## config.mk

```make
export PLATFORM = sky130hd
export DESIGN_NAME = datapath_ctrl
export DESIGN_NICKNAME = d
export VERILOG_FILES = /design/src/rtl/datapath_ctrl.sv
export SDC_FILE = /design/constraint.sdc
export NUM_CORES = 1
export LEC_CHECK = 0
export BUFFER_PORTS_ARGS = -buffer_cell sky130_fd_sc_hd__buf_4
export CAP_MARGIN = 5
export CORE_ASPECT_RATIO = 1.75
export CORE_MARGIN = 2
export CORE_UTILIZATION = 30
export CTS_BUF_LIST = sky130_fd_sc_hd__clkbuf_8
export CTS_CLUSTER_SIZE = 40
export DETAILED_ROUTE_END_ITERATION = 6
export PLACE_DENSITY = 0.49
export SLEW_MARGIN = 5
export SYNTH_ARGS = -nofsm -noshare
export SYNTH_HDL_FRONTEND = slang
export SYNTH_SLANG_ARGS = --single-unit
```

## constraint.sdc

```tcl
create_clock -name clk -period 4.8 [get_ports clk]
set_input_delay 0.96 -clock clk [delete_from_list [all_inputs] [get_ports clk]]
set_output_delay 0.96 -clock clk [all_outputs]
set_load 0.02 [all_outputs]
```

## src/rtl/datapath_ctrl.sv

```systemverilog
// Micro-sequencer for the datapath block: accepts one instruction per handshake and
// steps FETCH/E1/E2/PCINC. Define CTRL_BRANCH_EN to enable BRZ (opcode 0xB).
module datapath_ctrl #(
  parameter int unsigned M = 3,
  parameter int unsigned N = 8
) (
  input  logic         clk,
  input  logic         rst,
  input  logic [15:0]  instr,
  input  logic         instr_valid,
  output logic         instr_ready,
  input  logic         z_flag,
  output logic         busy,
  output logic         illegal,
  output logic         ie,
  output logic         write,
  output logic         reada,
  output logic         readb,
  output logic         en,
  output logic         oe,
  output logic         bypassa,
  output logic         bypassb,
  output logic         mov_sel,
  output logic [2:0]   op,
  output logic [M-1:0] waddr,
  output logic [M-1:0] ra,
  output logic [M-1:0] rb,
  output logic [N-1:0] offset
);

  localparam logic [M-1:0] PC_ADDR = '1;
  localparam logic [3:0]   OPC_RMAX = 4'h5;
  localparam logic [3:0]   OPC_LDI  = 4'h8;
  localparam logic [3:0]   OPC_ST   = 4'h9;
  localparam logic [3:0]   OPC_NOP  = 4'hA;
  localparam logic [3:0]   OPC_BRZ  = 4'hB;
  localparam logic [3:0]   OPC_IN   = 4'hC;
  localparam logic [2:0]   ALU_MOV  = 3'b110;
  localparam logic [2:0]   ALU_INC  = 3'b111;

  typedef enum logic [1:0] {FETCH, E1, E2, PCINC} state_t;

  state_t      state_q, state_d;
  logic [15:0] ir_q, ir_d;
  logic        zl_d;

`ifdef CTRL_BRANCH_EN
  logic        zl_q;
`else
  logic        unused_z;
  assign unused_z = z_flag;
`endif

  // State, IR and latched zero flag
  always_ff @(posedge clk) begin
    if (rst) begin
      state_q <= FETCH;
      ir_q    <= '0;
`ifdef CTRL_BRANCH_EN
      zl_q    <= 1'b0;
`endif
    end else begin
      state_q <= state_d;
      ir_q    <= ir_d;
`ifdef CTRL_BRANCH_EN
      zl_q    <= zl_d;
`endif
    end
  end

  // Next-state: accept in FETCH, then walk the per-class micro-steps
  always_comb begin
    state_d = state_q;
    ir_d    = ir_q;
`ifdef CTRL_BRANCH_EN
    zl_d    = zl_q;
`else
    zl_d    = 1'b0;
`endif
    case (state_q)
      FETCH: begin
        if (instr_valid && instr_ready) begin
          ir_d = instr;
`ifdef CTRL_BRANCH_EN
          zl_d = z_flag;
`endif
          if (instr[15:12] <= OPC_RMAX) begin
            state_d = E1;
          end else begin
            case (instr[15:12])
              OPC_LDI, OPC_ST, OPC_IN: state_d = E1;
`ifdef CTRL_BRANCH_EN
              OPC_BRZ: state_d = z_flag ? E1 : PCINC;
`endif
              default: state_d = PCINC;
            endcase
          end
        end
      end
      E1: begin
        if (ir_q[15:12] <= OPC_RMAX || ir_q[15:12] == OPC_ST) begin
          state_d = E2;
`ifdef CTRL_BRANCH_EN
        end else if (ir_q[15:12] == OPC_BRZ) begin
          state_d = FETCH;
`endif
        end else begin
          state_d = PCINC;
        end
      end
      E2:      state_d = PCINC;
      PCINC:   state_d = FETCH;
      default: state_d = FETCH;
    endcase
  end

  logic [3:0]   opc_d;
  logic         legal_d;
  logic         ready_n, busy_n, illegal_n, ie_n, write_n, reada_n, readb_n;
  logic         en_n, oe_n, bypassa_n, bypassb_n, mov_sel_n;
  logic [2:0]   op_n;
  logic [M-1:0] waddr_n, ra_n, rb_n;
  logic [N-1:0] offset_n;

  assign opc_d = ir_d[15:12];

  always_comb begin
    legal_d = (opc_d <= OPC_RMAX) || (opc_d == OPC_LDI) || (opc_d == OPC_ST) ||
              (opc_d == OPC_NOP) || (opc_d == OPC_IN);
`ifdef CTRL_BRANCH_EN
    legal_d = legal_d || (opc_d == OPC_BRZ);
`endif
  end

  // Control decode of the upcoming state, registered so outputs see no input paths
  always_comb begin
    ready_n   = 1'b0;
    busy_n    = (state_d != FETCH);
    illegal_n = 1'b0;
    ie_n      = 1'b0;
    write_n   = 1'b0;
    reada_n   = 1'b0;
    readb_n   = 1'b0;
    en_n      = 1'b0;
    oe_n      = 1'b0;
    bypassa_n = 1'b0;
    bypassb_n = 1'b0;
    mov_sel_n = 1'b0;
    op_n      = '0;
    waddr_n   = '0;
    ra_n      = '0;
    rb_n      = '0;
    offset_n  = '0;
    case (state_d)
      FETCH: ready_n = 1'b1;
      E1, E2: begin
        if (opc_d <= OPC_RMAX) begin
          reada_n = 1'b1;
          readb_n = 1'b1;
          ra_n    = M'(ir_d[8:6]);
          rb_n    = M'(ir_d[5:3]);
          op_n    = opc_d[2:0];
          if (state_d == E2) begin
            en_n    = 1'b1;
            write_n = 1'b1;
            waddr_n = M'(ir_d[11:9]);
          end
        end else begin
          case (opc_d)
            OPC_LDI: begin
              bypassa_n = 1'b1;
              bypassb_n = 1'b1;
              en_n      = 1'b1;
              write_n   = 1'b1;
              op_n      = ALU_MOV;
              waddr_n   = M'(ir_d[11:9]);
              offset_n  = N'($signed(ir_d[5:0]));
            end
            OPC_ST: begin
              reada_n   = 1'b1;
              ra_n      = M'(ir_d[8:6]);
              en_n      = 1'b1;
              oe_n      = 1'b1;
              bypassb_n = 1'b1;
              op_n      = ALU_MOV;
              if (state_d == E2) begin
                readb_n   = 1'b1;
                rb_n      = M'(ir_d[5:3]);
                mov_sel_n = 1'b1;
              end
            end
            OPC_IN: begin
              ie_n    = 1'b1;
              write_n = 1'b1;
              waddr_n = M'(ir_d[11:9]);
            end
`ifdef CTRL_BRANCH_EN
            OPC_BRZ: begin
              if (zl_d) begin
                reada_n   = 1'b1;
                ra_n      = PC_ADDR;
                bypassb_n = 1'b1;
                op_n      = 3'b000;
                offset_n  = N'($signed(ir_d[5:0]));
                en_n      = 1'b1;
                write_n   = 1'b1;
                oe_n      = 1'b1;
                waddr_n   = PC_ADDR;
              end
            end
`endif
            default: ;
          endcase
        end
      end
      PCINC: begin
        illegal_n = !legal_d;
        reada_n   = 1'b1;
        ra_n      = PC_ADDR;
        bypassb_n = 1'b1;
        en_n      = 1'b1;
        write_n   = 1'b1;
        oe_n      = 1'b1;
        op_n      = ALU_INC;
        waddr_n   = PC_ADDR;
      end
      default: ;
    endcase
  end

  // Output registers; all zero while in reset
  always_ff @(posedge clk) begin
    if (rst) begin
      instr_ready <= 1'b0;
      busy        <= 1'b0;
      illegal     <= 1'b0;
      ie          <= 1'b0;
      write       <= 1'b0;
      reada       <= 1'b0;
      readb       <= 1'b0;
      en          <= 1'b0;
      oe          <= 1'b0;
      bypassa     <= 1'b0;
      bypassb     <= 1'b0;
      mov_sel     <= 1'b0;
      op          <= '0;
      waddr       <= '0;
      ra          <= '0;
      rb          <= '0;
      offset      <= '0;
    end else begin
      instr_ready <= ready_n;
      busy        <= busy_n;
      illegal     <= illegal_n;
      ie          <= ie_n;
      write       <= write_n;
      reada       <= reada_n;
      readb       <= readb_n;
      en          <= en_n;
      oe          <= oe_n;
      bypassa     <= bypassa_n;
      bypassb     <= bypassb_n;
      mov_sel     <= mov_sel_n;
      op          <= op_n;
      waddr       <= waddr_n;
      ra          <= ra_n;
      rb          <= rb_n;
      offset      <= offset_n;
    end
  end

endmodule

```

After elaboration in Yosys (flattened, before gate mapping)

Cells that the tools add are included.

Bits in registers: 48
Output and inout bits: 32
Word-level logic and storage cells: 96

Magnitude comparators: 3
Eq/ne operators: 14
Muxes and demuxes: 39
Bitwise gates (word level): 3
Reduce and logical (&&, ||, !) cells: 18

Operators by type and width:

| operator                                             | number |
|---|---|
| equality test 4 bit (second input constant)          | 8 |
| 2-to-1 mux 16 bit                                    | 2 |
| 2-to-1 mux 3 bit                                     | 10 |
| case mux 3 bit (2 select lines)                      | 3 |
| 2-to-1 mux 1 bit                                     | 15 |
| <= comparator 4 x 3 -> 1 bit (second input constant) | 3 |
| case mux 1 bit (2 select lines)                      | 5 |
| OR reduction 2 bit                                   | 5 |
| equality test 2 bit (second input constant)          | 4 |
| case mux 2 bit (4 select lines)                      | 1 |
| 2-to-1 mux 2 bit                                     | 3 |
| OR reduction 3 bit                                   | 2 |
| logical OR 1 bit                                     | 5 |
| equality test 2 x 1 -> 1 bit (second input constant) | 2 |
| zero test 2 bit                                      | 2 |
| OR reduction 4 bit                                   | 1 |
| NOT 1 bit                                            | 3 |
| nonzero test 2 bit                                   | 1 |
| logical AND 1 bit                                    | 1 |
| zero test 1 bit                                      | 1 |

Logic depth before layout (Yosys ltp)

Word-level depth: 10
Mapped depth: 10
Depth with buffers taken out: 10

Worst setup path before layout

Ideal clock, no wire load.

Path kind: input port to flip-flop
From: in instr[15]
To: reg ra[0]
Setup time: 0.134 ns
Arrival: 2.379 ns
Data required time: 4.666 ns
Slack: 2.287 ns
Stages on the path: 9
Cells stage by stage: buf_4 o21ai_0 a31oi_1 mux2i_1 ha_1 nand2b_1 nor2_1 a22oi_2 o31ai_1

Longest elaborated chain between the ends: 9

Ends and longest elaborated chain:

| what                                                                       | line | source |
|---|---|---|
| from (decl)                                                                | 9    | `input logic [15:0] instr,` |
| equality test 4 bit                                                        | 90   | `case (instr[15:12])` |
| OR reduction 3 bit                                                         | 90   |  |
| 2-to-1 mux 2 bit                                                           | 90   |  |
| 2-to-1 mux 2 bit                                                           | 87   | `if (instr[15:12] <= OPC_RMAX) begin` |
| 2-to-1 mux 2 bit                                                           | 82   | `if (instr_valid && instr_ready) begin` |
| case mux 2 bit (4 select lines)                                            | 80   | `case (state_q)` |
| equality test 2 bit / equality test 2 x 1 -> 1 bit (equally long branches) | 154  | `case (state_d)` |
| OR reduction 2 bit                                                         | 154  |  |
| case mux 3 bit (2 select lines) (*)                                        | 154  |  |
| to (signal assigned)                                                       | 266  | `ra <= ra_n;` |
| to (decl)                                                                  | 26   | `output logic [M-1:0] ra,` |

Every way passes the cells marked *; elsewhere a longest branch is shown, timed or not.
A chain may end at the register's enable or synchronous reset.

Final worst setup path

From: in instr[15]
To: reg offset[5]

Longest elaborated chain between the ends: 10

Ends and longest elaborated chain:

| what                                                                       | line | source |
|---|---|---|
| equality test 4 bit                                                        | 90   |  |
| OR reduction 3 bit                                                         | 90   |  |
| 2-to-1 mux 2 bit                                                           | 90   |  |
| 2-to-1 mux 2 bit                                                           | 87   |  |
| 2-to-1 mux 2 bit                                                           | 82   |  |
| case mux 2 bit (4 select lines)                                            | 80   |  |
| equality test 2 bit / equality test 2 x 1 -> 1 bit (equally long branches) | 154  |  |
| OR reduction 2 bit                                                         | 154  |  |
| NOT 1 bit (no line)                                                        | -    |  |
| OR reduction 4 bit (no line) (*)                                           | -    |  |
| to (signal assigned)                                                       | 268  | `offset <= offset_n;` |
| to (decl)                                                                  | 28   | `output logic [N-1:0] offset` |

Marks and branches as above.

==> impl_results.md <==
* Synth Area per Inst at 9.71 um2
* PD cells at between 500 and 600 nW/um2
* Die width at 65.3 um
* Gr ovfl total at 0
* Clock skew at around 0.0075 ns
* Worst-path clk slew at approximately 0.080 ns
* Worst-Skew Late Latency at about 0.3 ns
* Crit-path max FO at 10
* EDFF count, synth at 0
* Status: finished, final reports clean
* Primary FF master, synth: dfxtp_1
* Seq pwr share at approximately a third
* CTS tree: yes
* First-pass GRT wire length at around 7500 um
* CP cell instances: buf_4, o21ai_0, a31oi_1, mux2i_1, ha_1, nor2b_1, o21ai_1, nor2_1
* Max-cap viol count at 0
* Worst vdd ir at 0.000215 V
* Post-DP HPWL at 3450 um
* Clock tree buffer depth at 2
* Iter 0 DRT Violations at 64
* Worst-Margin Slew at 0.601 ns
* Syn_nets at roughly 230
* Die Area at 7260 um2
* Synth async-reset ratio at 0%
* Synth cell types at between 40 and 50
* Final WS setup at approximately 2.2 ns
* Fin crit period at 2.57 ns
* Max incr delay on CP at around 0.40 ns
* Net Switching at around 540 uW
* Maximum clock frequency at around 390 MHz
* RSZ-0062 raised after global routing: false
* Final period util at around 54%
* Final setup fails at 0
* Int Pwr at 906 uW
* Clk sink count at 48
* Syn-to-layout area delta at 26.7%
* Crit. End Element: flip-flop
* Post-Syn Instances at 203
* # diodes at 0
* Inst Count DP at 323
* Antenna violations before repair at 0
* Final hold violation count at 0
* H-tree depth at 2
* Critical path buffers and inverters at 1
* Post-place setup slack at 1.89 ns
* Slew Viols, Final at 0
* Startpoint Class: input port
* Net count, final at approximately 280
* Combinational Power Share at a little over two fifths
* CP arrival at ~2.7 ns
* Core area at approximately 6400 um2
* Mapped Area at a little under 2000 um2
* RR Endpoint: offset[5]
* Vias per cell at between 4 and 5
* Layout cells sized above 1 at around 28%
* Hold Crit Start: ir_q[0]
* Worst relative slew slack at 59.7%
* IO buf count at 50
* Total routed wirelength at about 4700 um
* Seq cells post-synth at 48
* Hold-fix buffers, CTS at 0
* Sw frac at 37.3%
* YS warnings at 0
* Leak at around 0.0011 uW
* Clock Power Share at a little over a fifth
* Drt pass-1 iters at 4
* Largest net degree at the start of global routing at 25
* Drt wl/cell at about 14 um
* Via count at 1550
* CP delay by family, top: compound AO/OA/AOI/OAI gates
* Vias in the first global route at between 1500 and 2000
* Routability-driven placement congestion ratio at approximately 0.8
* Antenna-violating nets left at 0
* R2R Setup Slk at roughly 2.4 ns
* Starting Density at 30.6%
* Fill cells at between 600 and 700
* Critical path required time at between 4 and 5 ns
* Total CTS buffers at 5
* Total negative slack at 0 ns
* Global-route usage over all layers at ~14%
* Crit Reg-Reg Startpoint: state_q[1]
* Resized cells post-CTS at 0
* Clock Tree Root: clkbuf_8
* Die height at about 110 um
* Seq/Total Area, Yosys at between 40% and 50%
* Slowest cell on crit path: ha_1
* Final non-filler cell total at around 330
* # IOs at 52
* Hold depth at 2
* WHS Endpoint: offset[0]
* Crit Path Class: in -> reg
* # rows at 39
* Residual DRC count at 0
* R2R depth at 8
* Setup Buffers After CTS at 0
* Worst min-delay path class: reg -> reg
[worst max path at each step]
stage                          from        end  slack (ns)  depth (start not counted)
after floorplan           instr[15]      ra[0]        2.29                          9
after global placement    instr[15]  offset[5]        1.90                          8
after detailed placement  instr[15]  offset[5]        1.89                          8
after CTS                 instr[15]  offset[5]        2.21                          8
after global routing      instr[15]  offset[5]        2.03                          8
final                     instr[15]  offset[5]        2.23                          8
[synthesized netlist by cell type (all sizes together), types with 2 or more instances]
cell type  instances  area (um2)
a21oi             13        65.1
a31oi              2        12.5
and2               2        12.5
and3               2        12.5
buf                8        65.1
clkbuf             5        20.0
dfxtp             48         961
ha                 8         100
inv                7        26.3
mux2               4        48.8
mux2i             15         150
nand2             13        48.8
nand2b             2        12.5
nand3              6        30.0
nor2              27         101
nor2b              3        18.8
nor3               2        10.0
nor3b              4        30.0
o21ai              9        45.0
o31ai              3        22.5
or2                2        12.5
xnor2              2        17.5
xor2               2        17.5
[through the flow]
stage / hold WS (ns) / cell area [um2] / utilization, % / power (uW)
2_1_floorplan: 0.456 / 1970 / - / 954
3_3_place_gp: 0.466 / 2370 / 36.8 / 1140
3_5_place_dp: 0.482 / 2370 / 36.8 / 1150
4_1_cts: 0.502 / 2500 / 38.8 / 1470
5_1_grt: 0.537 / 2500 / 38.8 / 1550
6_report: 0.493 / 2500 / 38.8 / 1450
[worst reg2reg max path, cell delays in order, from the launching register on]
cell	delay, ns
dfxtp_1	0.37
inv_1	0.09
ha_1	0.22
or2_2	0.33
o22ai_1	0.28
ha_1	0.39
nor2b_1	0.19
o21ai_1	0.34
nor2_1	0.11
[logic make-up after synthesis]
group / after synthesis / share of synthesized area [%]
flops: 48 / 48.7
xor+xnor: 4 / 1.78
fa+ha+maj: 8 / 5.08
buf+inv: 20 / 5.65
simple gates: 67 / 16.7
compound gates: 37 / 12.0
mux: 19 / 10.1
[placed cells by master (no fill, tap or decap), types with 2 or more instances in the layout]
cell | synthesis | final
ha_1 | 8 | 8
and3_1 | 2 | 2
dfxtp_1 | 48 | 48
nor2b_1 | 3 | 3
mux2_2 | 3 | 3
nand2_1 | 13 | 13
buf_4 | 5 | 51
nand2b_1 | 2 | 2
o21ai_1 | 4 | 4
xnor2_1 | 2 | 2
mux2i_1 | 15 | 15
clkbuf_8 | 0 | 7
nor3_1 | 2 | 2
xor2_1 | 2 | 2
inv_1 | 7 | 7
a21oi_1 | 13 | 13
nand3_1 | 6 | 6
a31oi_1 | 2 | 2
and2_1 | 2 | 2
or2_2 | 2 | 2
nor3b_1 | 4 | 4
o21ai_0 | 5 | 5
o31ai_1 | 3 | 3
nor2_1 | 27 | 27
[layout make-up]
| type | count | area [um2] | area share [%] |
|---|---|---|---|
| inverters | 7 | 26.3 | 1.05 |
| multi-input cells | 135 | 900 | 36.0 |
| flip-flops and latches | 48 | 961 | 38.5 |
| well taps | 82 | 103 | 4.11 |
| repair buffers | 51 | 383 | 15.3 |
| clock inverters | 1 | 30.0 | 1.20 |
| clock buffers | 7 | 96.3 | 3.86 |
[power groups by stage]
stage,clock network [uW],registers (uW),logic (uW)
global placement,0,519,621
finish,319,510,617
global route,344,520,688
CTS,330,512,627
floorplan,0,575,379
detailed placement,0,521,625
[metal layers]
metal	global-route usage [%]	part of all wire (%)	up-vias
met5	0	0	-
met4	6.94	2.8	0
met3	2.44	3.5	9
met2	24.1	56	32
met1	14.8	38	727
li1	-	-	782
[registers in the layout (all words and copies together), names as in the netlist]
signal and flops:
busy 1, bypassa 1, bypassb 1, en 1
ie 1, illegal 1, instr_ready 1, ir_q 16
mov_sel 1, oe 1, offset 6, op 3
ra 3, rb 3, reada 1, readb 1
state_q 2, waddr 3, write 1
No activity file was read; power rests on OpenSTA's default activity.
